File: src/rtl/xmit_pkg.sv
// Shared constants and state encoding for the frame transmit controller.
package xmit_pkg;

    typedef enum logic [2:0] {
        ST_IDLE     = 3'd0,
        ST_PREAMBLE = 3'd1,
        ST_SFD      = 3'd2,
        ST_DEST     = 3'd3,
        ST_SRC      = 3'd4,
        ST_TYPE     = 3'd5,
        ST_PAYLOAD  = 3'd6
    } xmit_state_e;

    localparam logic [7:0] PREAMBLE_BYTE = 8'h55;
    localparam logic [7:0] SFD_BYTE      = 8'hD0;
    localparam logic [7:0] EOT_BYTE      = 8'h04;
    localparam logic [7:0] BCAST_ADDR    = 8'h2A;

    function automatic logic is_bcast(input logic [7:0] addr);
        return (addr == BCAST_ADDR);
    endfunction

endpackage

File: src/rtl/frame_buf_fifo.sv
// First-word-fall-through payload buffer; an extra pointer bit separates full from empty.
module frame_buf_fifo
    import xmit_pkg::*;
#(
    parameter  int DEPTH = 64,
    localparam int AW    = $clog2(DEPTH)
)(
    input  logic          clk,
    input  logic          rst,
    input  logic          push,
    input  logic          pop,
    input  logic [7:0]    din,
    output logic [7:0]    dout,
    output logic [AW:0]   count,
    output logic          full,
    output logic          empty
);

    logic [7:0]  r_mem [DEPTH];
    logic [AW:0] r_wr_ptr;
    logic [AW:0] r_rd_ptr;
    logic        w_do_push;
    logic        w_do_pop;

    assign w_do_push = push && !full;
    assign w_do_pop  = pop && !empty;
    assign full      = (r_wr_ptr[AW] != r_rd_ptr[AW]) && (r_wr_ptr[AW-1:0] == r_rd_ptr[AW-1:0]);
    assign empty     = (r_wr_ptr == r_rd_ptr);
    assign count     = r_wr_ptr - r_rd_ptr;
    assign dout      = r_mem[r_rd_ptr[AW-1:0]];

    // Storage array, written on accepted pushes only.
    always_ff @(posedge clk) begin
        if (w_do_push) begin
            r_mem[r_wr_ptr[AW-1:0]] <= din;
        end
    end

    // Pointer update; push and pop in the same cycle both advance.
    always_ff @(posedge clk) begin
        if (!rst) begin
            r_wr_ptr <= '0;
            r_rd_ptr <= '0;
        end else begin
            if (w_do_push) begin
                r_wr_ptr <= r_wr_ptr + (AW+1)'(1);
            end
            if (w_do_pop) begin
                r_rd_ptr <= r_rd_ptr + (AW+1)'(1);
            end
        end
    end

endmodule

File: src/rtl/frame_xmit_controller.sv
// Buffers UART payload bytes and emits framed bytes (preamble, SFD, header, payload) to a byte transmitter.
module frame_xmit_controller
    import xmit_pkg::*;
#(
    parameter int FIFO_DEPTH     = 64,
    parameter int PREAMBLE_BYTES = 2
)(
    input  logic       clk,
    input  logic       rst,
    input  logic [7:0] mac_addr,
    input  logic [7:0] dest_addr,
    input  logic [7:0] type_byte,
    input  logic [7:0] din,
    input  logic       din_valid,
    input  logic       send_frame,
    output logic [7:0] tx_data,
    output logic       tx_valid,
    input  logic       tx_rdy,
    output logic       busy,
    output logic       full,
    output logic       overflow
);

    localparam int         AW       = $clog2(FIFO_DEPTH);
    localparam logic [2:0] PRE_LAST = 3'(PREAMBLE_BYTES - 1);

    xmit_state_e r_state;
    logic [7:0]  r_tx_data;
    logic [7:0]  r_dest;
    logic [7:0]  r_src;
    logic [7:0]  r_type;
    logic [7:0]  r_pay_cnt;
    logic [2:0]  r_pre_cnt;
    logic        r_tx_valid;
    logic        r_busy;
    logic        r_overflow;

    logic        w_eot;
    logic        w_push;
    logic        w_pop;
    logic        w_drop;
    logic        w_accept;
    logic        w_start;
    logic        w_full;
    logic        w_empty;
    logic [7:0]  w_fifo_dout;
    logic [AW:0] w_count;

    assign w_eot    = din_valid && (din == EOT_BYTE);
    assign w_push   = din_valid && !w_eot && !w_full;
    assign w_drop   = din_valid && !w_eot && w_full;
    assign w_accept = r_tx_valid && tx_rdy;
    assign w_pop    = w_accept && (r_state == ST_PAYLOAD);
    assign w_start  = (r_state == ST_IDLE) && (((send_frame || w_eot) && !w_empty) || w_full);

    frame_buf_fifo #(.DEPTH(FIFO_DEPTH)) u_buf (
        .clk   (clk),
        .rst   (rst),
        .push  (w_push),
        .pop   (w_pop),
        .din   (din),
        .dout  (w_fifo_dout),
        .count (w_count),
        .full  (w_full),
        .empty (w_empty)
    );

    // Payload bytes come straight from the FIFO head, which only moves on acceptance.
    assign tx_data  = (r_state == ST_PAYLOAD) ? w_fifo_dout : r_tx_data;
    assign tx_valid = r_tx_valid;
    assign busy     = r_busy;
    assign full     = w_full;
    assign overflow = r_overflow;

    // Frame sequencer; the next byte is loaded in the cycle the current one is accepted.
    always_ff @(posedge clk) begin
        if (!rst) begin
            r_state    <= ST_IDLE;
            r_tx_data  <= 8'h00;
            r_tx_valid <= 1'b0;
            r_busy     <= 1'b0;
            r_overflow <= 1'b0;
            r_dest     <= 8'h00;
            r_src      <= 8'h00;
            r_type     <= 8'h00;
            r_pay_cnt  <= 8'h00;
            r_pre_cnt  <= 3'd0;
        end else begin
            r_overflow <= w_drop;
            case (r_state)
                ST_IDLE: begin
                    if (w_start) begin
                        r_state    <= ST_PREAMBLE;
                        r_tx_data  <= PREAMBLE_BYTE;
                        r_tx_valid <= 1'b1;
                        r_busy     <= 1'b1;
                        r_pre_cnt  <= 3'd0;
                        r_pay_cnt  <= 8'(w_count);
                        r_dest     <= dest_addr;
                        r_src      <= mac_addr;
                        r_type     <= type_byte;
                    end
                end
                ST_PREAMBLE: begin
                    if (w_accept) begin
                        if (r_pre_cnt == PRE_LAST) begin
                            r_state   <= ST_SFD;
                            r_tx_data <= SFD_BYTE;
                        end else begin
                            r_pre_cnt <= r_pre_cnt + 3'd1;
                        end
                    end
                end
                ST_SFD: begin
                    if (w_accept) begin
                        r_state   <= ST_DEST;
                        r_tx_data <= r_dest;
                    end
                end
                ST_DEST: begin
                    if (w_accept) begin
                        r_state   <= ST_SRC;
                        r_tx_data <= r_src;
                    end
                end
                ST_SRC: begin
                    if (w_accept) begin
                        r_state   <= ST_TYPE;
                        r_tx_data <= r_type;
                    end
                end
                ST_TYPE: begin
                    if (w_accept) begin
                        r_state   <= ST_PAYLOAD;
                        r_tx_data <= 8'h00;
                    end
                end
                ST_PAYLOAD: begin
                    // A snapshot of 0 stands for 256 bytes and counts down through 255.
                    if (w_accept) begin
                        if (r_pay_cnt == 8'd1) begin
                            r_state    <= ST_IDLE;
                            r_tx_valid <= 1'b0;
                            r_busy     <= 1'b0;
                            r_pay_cnt  <= 8'd0;
                        end else begin
                            r_pay_cnt  <= r_pay_cnt - 8'd1;
                        end
                    end
                end
                default: begin
                    r_state    <= ST_IDLE;
                    r_tx_data  <= 8'h00;
                    r_tx_valid <= 1'b0;
                    r_busy     <= 1'b0;
                end
            endcase
        end
    end

endmodule

File: config.mk
export PLATFORM = sky130hd
export DESIGN_NAME = frame_xmit_controller
export DESIGN_NICKNAME = d
export VERILOG_FILES = /design/src/rtl/xmit_pkg.sv /design/src/rtl/frame_buf_fifo.sv /design/src/rtl/frame_xmit_controller.sv
export SDC_FILE = /design/constraint.sdc
export NUM_CORES = 1
export LEC_CHECK = 0
export ABC_CLOCK_PERIOD_IN_PS = 3110
export CAP_MARGIN = 5
export CORE_MARGIN = 5
export CORE_UTILIZATION = 40
export CTS_CLUSTER_DIAMETER = 60
export DETAILED_ROUTE_END_ITERATION = 16
export PLACE_DENSITY = 0.53
export SLEW_MARGIN = 40
export SYNTH_ARGS = -nofsm -noshare
export SYNTH_HDL_FRONTEND = slang
export SYNTH_SLANG_ARGS = --single-unit
File: constraint.sdc
create_clock -name clk -period 3.11 [get_ports clk]
set_clock_uncertainty 0.05 [all_clocks]
set_input_delay 0.311 -clock clk [delete_from_list [all_inputs] [get_ports clk]]
set_output_delay 0.311 -clock clk [all_outputs]
set_load 0.05 [all_outputs]
Word level (Yosys, flattened, before mapping)
Memory sizes are Yosys's and may differ from the RTL's. A register that Yosys moved wholly into a read port is not among the register bits.
Cells that the tools add are included.
Widths: inputs -> output; s select.
{"block": "word_totals", "out_inout_bits": 12, "memories": 1, "rom_bits": 0, "mem_bits_rw": 512, "input_bits": 37, "register_bits": 62, "wordCells": 102, "latchBits": 0}
{"block": "op_classes", "shift": 0, "eq_ne": 22, "n_div": 0, "n_reduce_logical": 26, "n_mul": 0, "bitwise_logic": 2, "mux": 35, "n_lt_le_gt_ge": 0, "add_sub_neg": 5}
{"name": "u_buf.r_mem", "words": 64, "word_bits": 8, "rd": 1, "rd_clocked_by_memory_dff": 1, "wr": 1, "line": "frame_buf_fifo.sv:19", "rtl": "logic [7:0] r_mem [DEPTH];"}
{"op": "$mux 8", "n": 11}
{"op": "$pmux 8 s7", "n": 1}
{"op": "$mux 3", "n": 12}
{"op": "$pmux 3 s7", "n": 1}
{"op": "$ne 2x2->1 const B", "n": 9}
{"op": "$pmux 8 s2", "n": 1}
{"op": "$add 7x1->7 const B", "n": 2}
{"op": "$mux 6", "n": 2}
{"op": "$logic_and 1x1->1", "n": 11}
{"op": "$eq 3x3->1 const B", "n": 3}
{"op": "$reduce_and 9->1", "n": 1}
{"op": "$eq 8x1->1 const B", "n": 1}
{"op": "$eq 8x3->1 const B", "n": 1}
{"op": "$reduce_and 4->1", "n": 2}
{"op": "$reduce_and 8->1", "n": 1}
{"op": "$sub 8x1->8 const B", "n": 1}
{"op": "$eq 7x7->1", "n": 1}
{"op": "$sub 7x7->7", "n": 1}
{"op": "$eq 3x1->1 const B", "n": 2}
{"op": "$eq 3x2->1 const B", "n": 2}
{"op": "$eq 6x6->1", "n": 1}
{"op": "$pmux 3 s2", "n": 1}
{"op": "$mux 1", "n": 5}
{"op": "$reduce_or 5->1", "n": 1}
{"op": "other kinds (11)", "n": 16}

Depth between registers and ports, before layout
{"block": "depth", "ltp_word": 8, "ltp_mapped": 9, "ltp_nobuf": 9}

Modules after synthesis
From an unflattened synthesis, not the netlist that was laid out.
{"block": "hier_totals", "cells_unflattened": 1326, "area_unflattened_um2": 23397.4}
{"module": "frame_buf_fifo", "area_each_um2": 20841.2, "n_inst": 1, "cells_each": 1022, "seq_area_each_um2": 15775.1}
{"module": "frame_xmit_controller", "area_each_um2": 2556.2, "n_inst": 1, "cells_each": 304, "seq_area_each_um2": 960.9}

Worst setup path before layout
No wires, ideal clock.
{"block": "synth_timing", "path_kind": "register to register", "from": "register u_buf.r_wr_ptr[0]", "to": "memory u_buf.r_mem[56][0], enable pin", "period_less_slack_ns": 2.603, "stages_incl_launch_ff": 9, "path_slack_ns": 0.507, "n_path_buf": 0, "setup_time_ns": 0.371, "arrival_time_ns": 2.182, "cell_sequence": "dfxtp_1 inv_1 ha_1 and4_1 nand3_1 and2_0 nor2b_1 nand2_1 nor2_1"}
{"block": "synth_via", "elab_chain_len": 7}
{"item": "from (decl)", "line": "frame_buf_fifo.sv:20", "rtl": "logic [AW:0] r_wr_ptr;"}
{"item": "from (signal assigned)", "line": "frame_buf_fifo.sv:46", "rtl": "r_wr_ptr <= r_wr_ptr + (AW+1)'(1);"}
{"item": "$eq 6x6->1", "line": "frame_buf_fifo.sv:27", "rtl": "assign full = (r_wr_ptr[AW] != r_rd_ptr[AW]) && (r_wr_ptr[AW-1:0] == r_rd_ptr[AW-1:0]);"}
{"item": "$logic_and 1x1->1", "line": "frame_buf_fifo.sv:27"}
{"item": "$logic_not 1->1", "line": "frame_buf_fifo.sv:25, frame_xmit_controller.sv:50"}
{"item": "$logic_and 1x1->1", "line": "frame_xmit_controller.sv:50", "rtl": "assign w_push = din_valid && !w_eot && !w_full;"}
{"item": "$logic_and 1x1->1", "line": "frame_buf_fifo.sv:25", "rtl": "assign w_do_push = push && !full;"}
{"item": "$mux 1", "line": "frame_buf_fifo.sv:34", "rtl": "if (w_do_push) begin"}
{"item": "$mux 1 (implied by the code)", "line": "frame_buf_fifo.sv:35", "rtl": "r_mem[r_wr_ptr[AW-1:0]] <= din;"}
{"item": "to (decl)", "line": "frame_buf_fifo.sv:19"}
Several ways; a longest one is shown, not always the timed one.

==> reports/qor.csv <==
stage,metric,value,unit
setup_path,crit end category,primary output,
timing,setup violators final,8,
route,DRT iter0 DRCs,1103,
floorplanning,initial core utilization,40.5,%
setup_path,Critical R2R Capture,u_buf.r_mem[58][6]$_DFFE_PP_,
synth,Cells after Synth,1376,
route,first-pass iteration count of the detailed router,5,
timing,post-layout min period,3.43,ns
route,via density per instance,5.42,
final_layout,final core utilization,48.3,%
worst_hold_path,min-delay src,mac_addr[7],
final_layout,"most common cell after layout, fill and taps aside",edfxtp_1,
setup_path,crit path cell chain,"buf_12, buf_12, mux4_2, a22o_1, a221oi_4, nand3_2, a221o_1, buf_6",
grt,vias in the first global route,13100,
synth,"Net Count, Synth",1426,
setup_path,CP max-delay cell,mux4_2,
place,Final GP Congestion,0.796,
synth,"Async S/R FF share, synth",0,%
final_layout,ant diodes,0,
clocking,htree depth,2,
place,hpwl dp,36.4,mm
timing,Final Cycle Share,110,%
clocking,TritonCTS buffer count,60,
route,drt wl/cell,25.0,µm
setup_path,Worst EP required,2.75,ns
synth,"EDFF count, synth",512,
route,antenna-violating nets left,0,
floorplanning,core area,0.0578,mm²
floorplanning,boundary pin count,49,
floorplanning,DIE AREA,0.0634,mm²
timing,fin worst setup slack,-0.320,ns
setup_path,"most used cell, CP",buf_12,
timing,total negative setup slack,-2.28,ns
timing,measured slew at the worst slew-check pin,0.801,ns
run_status,status,"finished, violations left",
synth,unique cell type count in the Yosys netlist,68,
setup_path,Worst Setup EP,tx_data[0],
route,total number of vias,12700,
synth,cell area after synthesis,0.0234,mm²
clocking,worst-skew pair later-pin latency,0.62,ns
final_layout,final net count,1580,
clocking,CTS Buffer Depth,3,
clocking,clock sinks,580,
final_layout,share of cells above drive strength 1,25.6,%
setup_path,Startpoint Class,register,
timing,FMAX,292,MHz
synth,Synth Warn #,0,
synth,average size of a mapped cell,17.0,µm²
setup_path,Max stage delay on crit path,0.53,ns
power,pwr/cell area,593,mW/mm²
synth,"Seq/Total Area, Yosys",71.5,%
grt,largest net degree at the start of global routing,65,
power,Leak Pwr,8.80,nW
clocking,clock-pin slew on the worst setup and hold paths,0.06,ns
setup_path,Critical Path Fanout Max,6,
run,Max-Cap Viols,0,
setup_path,crit path DAT,3.07,ns
setup_path,Critical R2R Launch,u_buf.r_rd_ptr[2]$_SDFFE_PN0P_,
setup_path,WS Path Type,register to primary output,
timing,endpoints failing hold,0,
place,PortBufs,48,
final_layout,most frequent cells in the layout,"edfxtp_1, nor2_1, mux2i_1, mux4_2, buf_4",
setup_path,Worst R2R Setup Slack,0.21,ns
route,"wirelength, routed",58.7,mm
timing,RSZ-0062 raised after global routing,yes,
worst_hold_path,Hold Crit Depth,3,
final_layout,area added between synthesis and finish,19.4,%
grt,all-layer global routing usage,18.4,%
floorplanning,die width,252,µm
floorplanning,Die Y,252,µm
worst_hold_path,Hold Path Class,primary input to register,
run_status,failing checks,setup timing,
synth,Synth Flop Type,edfxtp_1,
synth,Synth Register Bits,580,
clocking,root buf cell,clkbuf_16,
power,total power,16.6,mW
timing,"Slew Viols, Final",0,
timing,worst rel slew slack,46.6,%
setup_path,reg2reg path depth,9,
grt,first-pass GRT wire length,87.5,mm
clocking,CTS tree,done,
floorplanning,cell row count,88,
grt,initial antenna violation count,1,
power,Max VDD drop,0.389,mV
grt,gr ovfl total,0,
place,dpl ws,0.0813,ns
route,drt drc,0,
[per-layer routing]
layer | track usage [%] | wire length, µm | share of wire (%) | vias to the layer above
met5 | 0 | 0 | 0 | -
met4 | 5.74 | 1650 | 2.8 | 0
met3 | 2.89 | 3190 | 5.4 | 81
met2 | 28.9 | 27500 | 47 | 351
met1 | 26.6 | 26400 | 45 | 6503
li1 | - | - | - | 5755
[state kept, by name, indices dropped and copies added, names as in the netlist, 7 cells and up, named ones only]
register and cells:
u_buf.r_wr_ptr 7, r_type 8, r_dest 8, r_pay_cnt 8
u_buf.r_mem 512, r_tx_data 8, r_src 8, u_buf.r_rd_ptr 7
[synth_stat cells, types with 5 or more instances]
| cell | instances | area share [%] |
|---|---|---|
| a211oi_1 | 10 | 0.32 |
| a21oi_1 | 31 | 0.66 |
| a221o_1 | 8 | 0.34 |
| a221oi_2 | 7 | 0.45 |
| a22o_1 | 8 | 0.30 |
| a22oi_1 | 32 | 1.0 |
| and2_1 | 6 | 0.16 |
| buf_1 | 11 | 0.18 |
| buf_2 | 26 | 0.56 |
| buf_6 | 5 | 0.24 |
| clkbuf_1 | 31 | 0.50 |
| dfxtp_1 | 68 | 5.8 |
| edfxtp_1 | 512 | 66 |
| ha_1 | 12 | 0.64 |
| inv_1 | 18 | 0.29 |
| mux2i_1 | 109 | 4.7 |
| mux4_2 | 96 | 9.2 |
| nand2_1 | 35 | 0.56 |
| nand3_1 | 33 | 0.71 |
| nor2_1 | 163 | 2.6 |
| nor2b_1 | 9 | 0.24 |
| nor3_1 | 9 | 0.19 |
| nor4_1 | 11 | 0.29 |
| o21a_1 | 6 | 0.19 |
| o21ai_0 | 19 | 0.41 |
| o22a_1 | 8 | 0.30 |
| xnor2_1 | 9 | 0.34 |
| xor2_1 | 8 | 0.30 |
[what timing repair did]
item	CTS	global route
pin swaps	22	8
hold buffers	0	0
endpoints found under the setup margin	9	240
hold endpoints to repair	0	0
resized for setup	58	36
setup buffers	8	0
cloned	4	3
[how the worst min path moves through the flow]
stage / endpoint / slack [ns]
after floorplan: u_buf.r_mem[0][0]$_DFFE_PP_ / 0.36
after detailed placement: r_pre_cnt[1]$_SDFFE_PN0P_ / 0.42
final: r_src[7]$_SDFFE_PN0P_ / 0.26
after CTS: r_type[2]$_SDFFE_PN0P_ / 0.22
after global routing: r_dest[0]$_SDFFE_PN0P_ / 0.27
after global placement: r_pre_cnt[1]$_SDFFE_PN0P_ / 0.41
[worst max-delay path, delay by kind of cell (launching register included)]
family / cells / cell delay [ns]
compound gates: 3 / 0.91
simple gates: 1 / 0.18
flops: 1 / 0.38
mux: 1 / 0.53
buf+inv: 3 / 0.44
[power by group]
part | switching (mW) | internal [mW] | total, mW | leakage [nW]
registers | 0.0736 | 8.59 | 8.66 | 5.16
logic | 0.749 | 0.463 | 1.21 | 2.76
clock network | 2.98 | 3.71 | 6.70 | 0.886
[layout make-up]
| type | instances | area [µm²] |
|---|---|---|
| clock buffer | 79 | 1600 |
| clock inverter | 30 | 208 |
| fill | 4899 | 29900 |
| inverter | 19 | 71.3 |
| multi-input combinational | 700 | 6560 |
| sequential | 580 | 16700 |
| tap | 765 | 957 |
| timing repair buffer | 169 | 1780 |
[kinds of logic (layout without fill, tap and decap cells)]
kind of cell | Yosys count | after routing | share of synthesized area (%)
fa+ha+maj | 13 | 13 | 0.727
flops | 580 | 580 | 71.5
buf+inv | 96 | 297 | 1.96
mux | 205 | 205 | 13.9
simple gates | 301 | 301 | 5.91
compound gates | 164 | 164 | 5.33
xor+xnor | 17 | 17 | 0.636
[stage by stage]
stage,instance area (µm²),hold slack [ns],instances
2_1_floorplan,23400,0.360,1376
3_3_place_gp,25400,0.412,2219
3_5_place_dp,25400,0.421,2219
4_1_cts,27800,0.222,2340
5_1_grt,27900,0.272,2342
6_report,27900,0.260,2342
(Power assumes the default switching activity.)
